File: src/rtl/led_pattern_ctrl_if.sv
// Pin-side bundle for led_pattern_ctrl: raw board inputs in, registered LED-side outputs out.
interface led_pattern_ctrl_if;
   logic       btn_mode;
   logic       btn_speed;
   logic       sw_pause;
   logic [7:0] led;
   logic [1:0] mode;
   logic [1:0] speed;
   logic       tick;

   modport master (output btn_mode, btn_speed, sw_pause,
                   input  led, mode, speed, tick);
   modport slave  (input  btn_mode, btn_speed, sw_pause,
                   output led, mode, speed, tick);
endinterface

File: src/rtl/led_pattern_ctrl.sv
// 8-LED pattern sequencer: button/switch conditioning, speed prescaler and pattern register.
// Optional button debouncing is built in when LED_CTRL_DEBOUNCE_EN is defined.
//
// state (mode) | meaning
// ROT_L        | rotate led left each step
// ROT_R        | rotate led right each step
// BOUNCE       | single lit LED walks to an end and reverses (dir tracks heading)
// BLINK        | invert all LEDs each step
module led_pattern_ctrl #(
   parameter int unsigned TICK_DIV     = 50000000,
   parameter int unsigned CNT_W        = 32,
   parameter int unsigned DEBOUNCE_CYC = 1000000
) (
   input logic               clk,
   input logic               rst_n,
   led_pattern_ctrl_if.slave io
);
   typedef enum logic [1:0] {ROT_L = 2'd0, ROT_R = 2'd1, BOUNCE = 2'd2, BLINK = 2'd3} mode_e;
   typedef enum logic {DIR_LEFT = 1'b0, DIR_RIGHT = 1'b1} dir_e;

   logic [2:0]       sync1, sync2;   // {pause, speed, mode}
   logic [1:0]       btn_lvl, btn_prev, btn_pulse;
   logic             paused, mode_pulse, speed_pulse, step_evt;
   mode_e            mode_q, mode_d;
   dir_e             dir_q, dir_d;
   logic [1:0]       speed_q, speed_d;
   logic [7:0]       led_q, led_d;
   logic [CNT_W-1:0] cnt_q, cnt_d, limit;
   logic             tick_q, tick_d;

   always_ff @(posedge clk or negedge rst_n) begin
      if (!rst_n) begin
         sync1 <= '0;
         sync2 <= '0;
      end else begin
         sync1 <= {io.sw_pause, io.btn_speed, io.btn_mode};
         sync2 <= sync1;
      end
   end

   assign paused = sync2[2];

`ifdef LED_CTRL_DEBOUNCE_EN
   localparam int unsigned     DB_W    = (DEBOUNCE_CYC > 1) ? $clog2(DEBOUNCE_CYC) : 1;
   localparam logic [DB_W-1:0] DB_LOAD = DB_W'(DEBOUNCE_CYC - 1);

   logic [DB_W-1:0] db_cnt [2];
   logic [1:0]      db_lvl;

   // Filtered level flips only once the synchronized level has disagreed for DEBOUNCE_CYC cycles.
   always_ff @(posedge clk or negedge rst_n) begin
      if (!rst_n) begin
         db_lvl    <= '0;
         db_cnt[0] <= DB_LOAD;
         db_cnt[1] <= DB_LOAD;
      end else begin
         for (int i = 0; i < 2; i++) begin
            if (sync2[i] != db_lvl[i]) begin
               if (db_cnt[i] == '0) begin
                  db_lvl[i] <= sync2[i];
                  db_cnt[i] <= DB_LOAD;
               end else begin
                  db_cnt[i] <= db_cnt[i] - 1'b1;
               end
            end else begin
               db_cnt[i] <= DB_LOAD;
            end
         end
      end
   end

   assign btn_lvl = db_lvl;
`else
   assign btn_lvl = sync2[1:0];
`endif

   always_ff @(posedge clk or negedge rst_n) begin
      if (!rst_n) begin
         btn_prev  <= '0;
         btn_pulse <= '0;
      end else begin
         btn_prev  <= btn_lvl;
         btn_pulse <= btn_lvl & ~btn_prev;
      end
   end

   assign mode_pulse  = btn_pulse[0];
   assign speed_pulse = btn_pulse[1];

   assign limit    = CNT_W'(TICK_DIV) >> speed_q;
   assign step_evt = !paused && (cnt_q == limit - CNT_W'(1));

   always_ff @(posedge clk or negedge rst_n) begin
      if (!rst_n) begin
         mode_q  <= ROT_L;
         dir_q   <= DIR_LEFT;
         speed_q <= '0;
         led_q   <= 8'h01;
         cnt_q   <= '0;
         tick_q  <= 1'b0;
      end else begin
         mode_q  <= mode_d;
         dir_q   <= dir_d;
         speed_q <= speed_d;
         led_q   <= led_d;
         cnt_q   <= cnt_d;
         tick_q  <= tick_d;
      end
   end

   // Button events pre-empt a coincident step; the pre-empted step is dropped, not queued.
   always_comb begin
      mode_d  = mode_q;
      dir_d   = dir_q;
      speed_d = speed_q;
      led_d   = led_q;
      cnt_d   = cnt_q;
      tick_d  = 1'b0;
      if (mode_pulse) begin
         mode_d = mode_e'(mode_q + 2'd1);
         led_d  = (mode_q == BOUNCE) ? 8'hFF : 8'h01;
         dir_d  = DIR_LEFT;
         cnt_d  = '0;
      end else if (speed_pulse) begin
         speed_d = speed_q + 2'd1;
         cnt_d   = '0;
      end else if (step_evt) begin
         cnt_d  = '0;
         tick_d = 1'b1;
         case (mode_q)
            ROT_L:  led_d = {led_q[6:0], led_q[7]};
            ROT_R:  led_d = {led_q[0], led_q[7:1]};
            BOUNCE: begin
               if (dir_q == DIR_LEFT) begin
                  if (led_q == 8'h80) begin
                     dir_d = DIR_RIGHT;
                     led_d = 8'h40;
                  end else begin
                     led_d = {led_q[6:0], 1'b0};
                  end
               end else begin
                  if (led_q == 8'h01) begin
                     dir_d = DIR_LEFT;
                     led_d = 8'h02;
                  end else begin
                     led_d = {1'b0, led_q[7:1]};
                  end
               end
            end
            BLINK:   led_d = ~led_q;
            default: led_d = led_q;
         endcase
      end else if (!paused) begin
         cnt_d = cnt_q + CNT_W'(1);
      end
   end

   assign io.led   = led_q;
   assign io.mode  = mode_q;
   assign io.speed = speed_q;
   assign io.tick  = tick_q;
endmodule

File: src/flat_wrapper.sv
// flat-port wrapper written by rule: the top's interface ports become plain ports
module led_pattern_ctrl_flat 
#(
   parameter int unsigned TICK_DIV     = 50000000,
   parameter int unsigned CNT_W        = 32,
   parameter int unsigned DEBOUNCE_CYC = 1000000
)
  (clk, rst_n, io_btn_mode, io_btn_speed, io_sw_pause, io_led, io_mode, io_speed, io_tick);
  led_pattern_ctrl_if io_i ();
  input logic clk;
  input logic rst_n;
  input wire logic [$bits(io_i.btn_mode)-1:0] io_btn_mode;
  input wire logic [$bits(io_i.btn_speed)-1:0] io_btn_speed;
  input wire logic [$bits(io_i.sw_pause)-1:0] io_sw_pause;
  output wire logic [$bits(io_i.led)-1:0] io_led;
  output wire logic [$bits(io_i.mode)-1:0] io_mode;
  output wire logic [$bits(io_i.speed)-1:0] io_speed;
  output wire logic [$bits(io_i.tick)-1:0] io_tick;
  assign io_i.btn_mode = io_btn_mode;
  assign io_i.btn_speed = io_btn_speed;
  assign io_i.sw_pause = io_sw_pause;
  assign io_led = io_i.led;
  assign io_mode = io_i.mode;
  assign io_speed = io_i.speed;
  assign io_tick = io_i.tick;
  led_pattern_ctrl #(.TICK_DIV(TICK_DIV), .CNT_W(CNT_W), .DEBOUNCE_CYC(DEBOUNCE_CYC)) u_core (.clk(clk), .rst_n(rst_n), .io(io_i));
endmodule
File: config.mk
export PLATFORM = sky130hd
export DESIGN_NAME = led_pattern_ctrl_flat
export DESIGN_NICKNAME = d
export VERILOG_FILES = /design/src/rtl/led_pattern_ctrl_if.sv /design/src/rtl/led_pattern_ctrl.sv /design/src/flat_wrapper.sv
export SDC_FILE = /design/constraint.sdc
export NUM_CORES = 1
export LEC_CHECK = 0
export ABC_AREA = 1
export CAP_MARGIN = 30
export CORE_AREA = 8 8 100 102
export CTS_BUF_LIST = sky130_fd_sc_hd__clkbuf_4
export CTS_CLUSTER_SIZE = 20
export DETAILED_ROUTE_END_ITERATION = 16
export DIE_AREA = 0 0 108 110
export HOLD_SLACK_MARGIN = 0.1
export SYNTH_ARGS = -nofsm -noshare
export SYNTH_HDL_FRONTEND = slang
export SYNTH_SLANG_ARGS = --single-unit
File: constraint.sdc
create_clock -name clk -period 4.8 [get_ports clk]
set_clock_uncertainty 0.2 [all_clocks]
set_input_delay 0.96 -clock clk [delete_from_list [all_inputs] [get_ports clk]]
set_output_delay 0.96 -clock clk [all_outputs]
set_load 0.02 [all_outputs]
==> results of run 1 <==
sequential cells by signal, indices dropped and copies added (netlist names):
name              cells
u_core.btn_prev       2
u_core.btn_pulse      2
u_core.io.mode        2
u_core.sync2          3
u_core.io.tick        1
u_core.sync1          3
u_core.io.led         8
u_core.dir_q          1
u_core.io.speed       2
u_core.cnt_q         32
layer usage:
layer,vias to the layer above,track usage (%),share of wire [%]
met1,1628,22.8,46
met4,0,5.95,2.1
met3,16,2.33,3.3
met5,-,0,0
met2,60,32.3,49
li1,1814,-,-
placed cells by master (no fill, tap or decap), types with 2 or more instances in the layout:
cell             synthesis  final
ha_1                    13     13
clkbuf_4                 0      5
nor2_1                 102    102
inv_1                   67     67
nand4_1                 12     12
inv_6                    0      2
nor2_2                   5      5
a22oi_1                  2      2
nor2_4                   5      5
clkdlybuf4s50_1          0     16
o21ai_0                 11     11
nand2_2                  6      6
nor3_1                   7      7
inv_2                    3      3
o22ai_1                  6      6
dfrtp_1                 55     55
nand3_1                 45     45
nand2_1                176    176
xor2_1                  17     17
nand2_4                  2      2
xnor2_1                  5      5
a21oi_1                  7      7
through the flow:
stage | worst slack [ps] | instance area [um^2] | cells
after CTS | 1960 | 4190 | 695
after global placement | 2230 | 4120 | 687
after global routing | 1930 | 4210 | 696
final | 1970 | 4210 | 696
after floorplan | 2340 | 3870 | 571
after detailed placement | 2150 | 4120 | 687
path summary, 6_finish.rpt:
| kind | to | cells past startpoint | startpoint |
|---|---|---|---|
| min in group asynchronous | u_core.cnt_q[20] | 2 | rst_n |
| max in group asynchronous | u_core.io.led[0] | 3 | rst_n |
| setup / recovery | io_led[0] | 1 | u_core.io.led[0] |
| hold reg to reg | u_core.sync2[2] | 0 | u_core.sync1[2] |
| hold / removal | u_core.sync2[2] | 0 | u_core.sync1[2] |
| setup reg to reg | u_core.cnt_q[8] | 13 | u_core.io.speed[1] |
cells by family (layout without fill, tap and decap cells):
family / after synthesis / after routing / synth area share (%)
AOI/OAI and AO/OA: 30 / 30 / 4.40
xor gates and xnor gates: 22 / 22 / 4.98
DFF: 56 / 56 / 36.3
and+or+nand+nor: 369 / 369 / 41.8
adders and majority gates: 13 / 13 / 4.21
buffers and inverters: 81 / 98 / 8.35
final cells by class:
| class | instances | share of cell area, % |
|---|---|---|
| Clock buffer | 5 | 0.893 |
| Clock inverter | 3 | 0.684 |
| Inverter | 71 | 6.34 |
| Multi-Input combinational cell | 434 | 50.9 |
| Sequential cell | 56 | 33.4 |
| Tap cell | 108 | 3.21 |
| Timing Repair Buffer | 19 | 4.58 |
report_power, final:
group          switching, mW  total, mW  internal, mW
registers             0.0786      0.606         0.527
logic                  0.466      0.760         0.294
clock network          0.177      0.243        0.0651
total                  0.722       1.61         0.887
==> flow_metrics.env, run 1 <==
export IMPL_status="completed"
export IMPL_powerDensity_mw_per_mm2=383
export IMPL_fin_tns_setup_ps=0
export IMPL_vias_per_cell=5.05
export IMPL_hp_class="flip-flop to flip-flop"
export IMPL_grt_max_degree=39
export IMPL_drt_pass1_iterations=4
export IMPL_cp_data_arrival_time_ps=1670
export IMPL_grt_antenna_before_repair=0
export IMPL_cts_buffer_depth=2
export IMPL_die_h_um=110
export IMPL_drtIter0Drc=167
export IMPL_period_minus_slack_ps=2830
export IMPL_syn_nets=589
export IMPL_finalCritPeriodShare_pct=58.9
export IMPL_rsz0062_at_grt="no"
export IMPL_synth_top_cells_by_count="nand2_1, nor2_1, inv_1"
export IMPL_rows=34
export IMPL_antennaDiodeCount=0
export IMPL_cp_required_ps=3640
export IMPL_cp_cell_sequence="clkdlybuf4s50_1"
export IMPL_slew_viol_final=0
export IMPL_grt_overflow=0
export IMPL_area_growth_pct=8.73
export IMPL_ios=18
export IMPL_fmax_mhz=354
export IMPL_syn_area_mm2=0.00387
export IMPL_synth_largest_area_cell="dfrtp_1"
export IMPL_io_buffers=17
export IMPL_synth_seq_area_share_pct=36.3
export IMPL_routedWlPerCell_um=14.7
export IMPL_synth_cell_types=38
export IMPL_post_cts_buffers=0
export IMPL_drt_total_wl_um=10300
export IMPL_reg2reg_slack_ps=2160
export IMPL_drc_errors=0
export IMPL_fp_dieW_um=108
export IMPL_whs_ps=176
export IMPL_grt_pass1_vias=3487
export IMPL_setup_violations=0
export IMPL_hpwl_um=7960
export IMPL_yosys_area_top_type_share_pct=35.6
export IMPL_worstSetupPathType="flip-flop to primary output"
export IMPL_endpoint_kind="primary output"
export IMPL_ir_drop_v=0.000333
export IMPL_die_area_mm2=0.0119
export IMPL_num_nets_final=605
export IMPL_seqCellArea_mm2=0.00140
export IMPL_core_mm2=0.00847
export IMPL_worst_path_max_fanout=6
export IMPL_synthFlopType="dfrtp_1"
export IMPL_synth_area_per_cell_um2=6.77
export IMPL_cts_resized=0
export IMPL_drive_above_1_share_pct=6.46
export IMPL_hold_buffers=0
export IMPL_cpPeakStageDelay_ps=630
export IMPL_grtUsageTotal_pct=18.3
export IMPL_p_leak_nw=1.96
export IMPL_critical_path_top_delay_family="flip-flops"
export IMPL_drtAntennaViolNets=0
export IMPL_maxCapViolations=0
export IMPL_worst_slew_pin_slew_ps=598
export IMPL_vias=3518
export IMPL_cts_buffers=5
export IMPL_floorplan_initialDensity_pct=45.7
export IMPL_synth_most_common_cell="nand2_1"
export IMPL_yosys_warnings=0
export IMPL_cts_sinks=56
export IMPL_grt_pass1_wl_um=17300
export IMPL_fill_cells=863
export IMPL_cts_root_buf="clkbuf_4"
export IMPL_place_gp_congestion=0.919
export IMPL_synth_edff_count=0
export IMPL_h_tree_depth=2
export IMPL_critPathSlowestCell="dfstp_2"
export IMPL_slew_headroom_pct=60.1
export IMPL_synth_cells=571
export IMPL_multi_input_area_mm2=0.00214
export IMPL_crit_buf_inv=1
export IMPL_crit_path_start_kind="flip-flop"
export IMPL_clock_latency_ps=400
export IMPL_ys_ff_latch=56
export IMPL_cts_tree="built"
export IMPL_power_mw=1.61
export IMPL_final_hold_violation_count=0
export IMPL_postLayoutCoreUtil_pct=49.7
export IMPL_ys_top_cells_by_area="dfrtp_1, nand2_1, nor2_1"
export IMPL_clkSlewWorstSetupHoldPaths_ps=190
export IMPL_synthArstFlopShare_pct=100
Power figures use the tool's default switching activity.
==> run 2, diff against run 1 <==
--- a/config.mk
+++ b/config.mk
@@ -13,6 +13,7 @@
 export DETAILED_ROUTE_END_ITERATION = 16
 export DIE_AREA = 0 0 108 110
 export HOLD_SLACK_MARGIN = 0.1
+export PLACE_DENSITY = 0.66
 export SYNTH_ARGS = -nofsm -noshare
 export SYNTH_HDL_FRONTEND = slang
 export SYNTH_SLANG_ARGS = --single-unit
==> constraint.sdc (replaced) <==
create_clock -name clk -period 2.4 [get_ports clk]
set_clock_uncertainty 0.2 [all_clocks]
set_input_delay 0.48 -clock clk [delete_from_list [all_inputs] [get_ports clk]]
set_output_delay 0.48 -clock clk [all_outputs]
set_load 0.02 [all_outputs]
==> flow_metrics.env, run 2 (same netlist as run 1, synthesis figures left out) <==
export IMPL_r2r_start="u_core.io.speed[1]"
export IMPL_crit_path_start_kind="flip-flop"
export IMPL_io_buffers=17
export IMPL_endpoint_kind="flip-flop"
export IMPL_vias=3623
export IMPL_routedWlPerCell_um=14.3
export IMPL_die_h_um=110
export IMPL_worstSetupPathType="flip-flop to flip-flop"
export IMPL_setup_violations=0
export IMPL_hp_class="flip-flop to flip-flop"
export IMPL_layout_common_cells="nand2_1, nor2_1, inv_1"
export IMPL_grt_antenna_before_repair=0
export IMPL_clkSlewWorstSetupHoldPaths_ps=160
export IMPL_cp_cell_sequence="ha_4 -> inv_4 -> ha_4 -> nand2_1 -> inv_1 -> nor2_2 -> nand2_1 -> nor2_1 -> nand2_1 -> nor2_4 -> nand3_4 -> buf_6 -> nor2_1"
export IMPL_largest_register="u_core.cnt_q"
export IMPL_largest_reg_flops=32
export IMPL_grt_pass1_vias=3329
export IMPL_grt_overflow=0
export IMPL_worst_path_max_fanout=5
export IMPL_worstHoldPathCells=0
export IMPL_hold_start="u_core.sync1[2]"
export IMPL_h_tree_depth=2
export IMPL_hpwl_um=7870
export IMPL_fmax_mhz=433
export IMPL_ir_drop_v=0.000482
export IMPL_drive_above_1_share_pct=11.9
export IMPL_cpPeakStageDelay_ps=500
export IMPL_p_leak_nw=2.04
export IMPL_drt_total_wl_um=10100
export IMPL_cts_buffers=5
export IMPL_final_hold_violation_count=0
export IMPL_num_nets_final=621
export IMPL_layout_commonest_cell="nand2_1"
export IMPL_cts_sinks=56
export IMPL_area_growth_pct=14.6
export IMPL_grt_max_degree=26
export IMPL_maxCapViolations=0
export IMPL_drc_errors=0
export IMPL_drtIter0Drc=207
export IMPL_ios=18
export IMPL_reg2regPathDepth=13
export IMPL_slew_viol_final=0
export IMPL_cp_data_arrival_time_ps=2400
export IMPL_die_area_mm2=0.0119
export IMPL_worstHoldEndpoint="u_core.sync2[2]"
export IMPL_clock_latency_ps=370
export IMPL_antennaDiodeCount=0
export IMPL_drtAntennaViolNets=0
export IMPL_fin_tns_setup_ps=0
export IMPL_cp_required_ps=2500
export IMPL_floorplan_initialDensity_pct=45.7
export IMPL_status="completed"
export IMPL_cts_buffer_depth=2
export IMPL_period_minus_slack_ps=2310
export IMPL_rsz0062_at_grt="yes"
export IMPL_drt_pass1_iterations=5
export IMPL_rows=34
export IMPL_vias_per_cell=5.09
export IMPL_critPathSlowestCell="dfrtp_2"
export IMPL_fp_dieW_um=108
export IMPL_r2r_end="u_core.io.tick"
export IMPL_cts_tree="built"
export IMPL_slew_headroom_pct=59.3
export IMPL_core_mm2=0.00847
export IMPL_powerDensity_mw_per_mm2=780
export IMPL_finalCritPeriodShare_pct=96.1
export IMPL_worst_slew_pin_slew_ps=608
export IMPL_grtUsageTotal_pct=17.2
export IMPL_grt_pass1_wl_um=16400
export IMPL_postLayoutCoreUtil_pct=52.4
export IMPL_cts_root_buf="clkbuf_4"
export IMPL_reg2reg_slack_ps=90
export IMPL_path_common_cell="nand2_1"
export IMPL_place_gp_congestion=0.926
==> run 2: repair_timing <==
item,CTS,global route
gates resized for setup,0,30
setup buffers,0,6
endpoints found under the hold margin,14,0
endpoints found under the setup margin,0,39
hold buffers,1,0
==> run 2: how the worst max path moves through the flow <==
stage | startpoint | to | slack, ps
after floorplan | u_core.io.speed[1] | u_core.cnt_q[30] | 50
after global placement | u_core.io.speed[0] | u_core.cnt_q[17] | 60
after detailed placement | u_core.io.speed[0] | u_core.cnt_q[20] | 10
after CTS | u_core.io.speed[0] | u_core.cnt_q[2] | 5
after global routing | u_core.io.speed[1] | u_core.io.led[0] | -80
final | u_core.io.speed[1] | u_core.io.tick | 90
==> run 2: where the power goes <==
group / internal [mW] / switching [mW] / leakage (nW)
clock: 0.124 / 0.286 / 0.0293
sequential: 1.06 / 0.153 / 0.740
combinational: 0.787 / 1.05 / 1.27
total: 1.97 / 1.49 / 2.04
==> run 2: worst max-delay path: cells and delay by family (launching register included) <==
kind / cells / cell delay (ps)
adders and majority gates: 2 / 390
buffers and inverters: 3 / 270
DFF: 1 / 500
and+or+nand+nor: 8 / 880
==> run 2: final cells by class <==
type,count,area (um^2)
fill,849,4030
multi-input combinational,435,2260
sequential,56,1410
timing repair buffer,34,303
inverter,71,272
tap,108,135
clock buffer,6,45.0
clock inverter,2,11.3
==> run 2: through the flow <==
stage | worst slack, ps | total power, mW | cells | area, um^2 | hold WS (ps)
6_report | 92.4 | 3.46 | 712 | 4430 | 172
5_1_grt | -78.8 | 3.75 | 712 | 4430 | 186
4_1_cts | 4.75 | 3.26 | 706 | 4260 | 178
3_5_place_dp | 13.8 | 2.84 | 697 | 4200 | 136
3_3_place_gp | 59.2 | 2.83 | 697 | 4200 | 140
2_1_floorplan | 48.2 | 2.26 | 571 | 3870 | -15.6
==> run 2: routing by layer <==
metal  vias to the layer above  share of wire [%]  global-route usage [%]
met3                        10                3.6                    2.09
met1                      1707                 47                    23.3
li1                       1841                  -                       -
met4                         0                1.1                    3.77
met2                        65                 48                    28.6
met5                         -                  0                       0
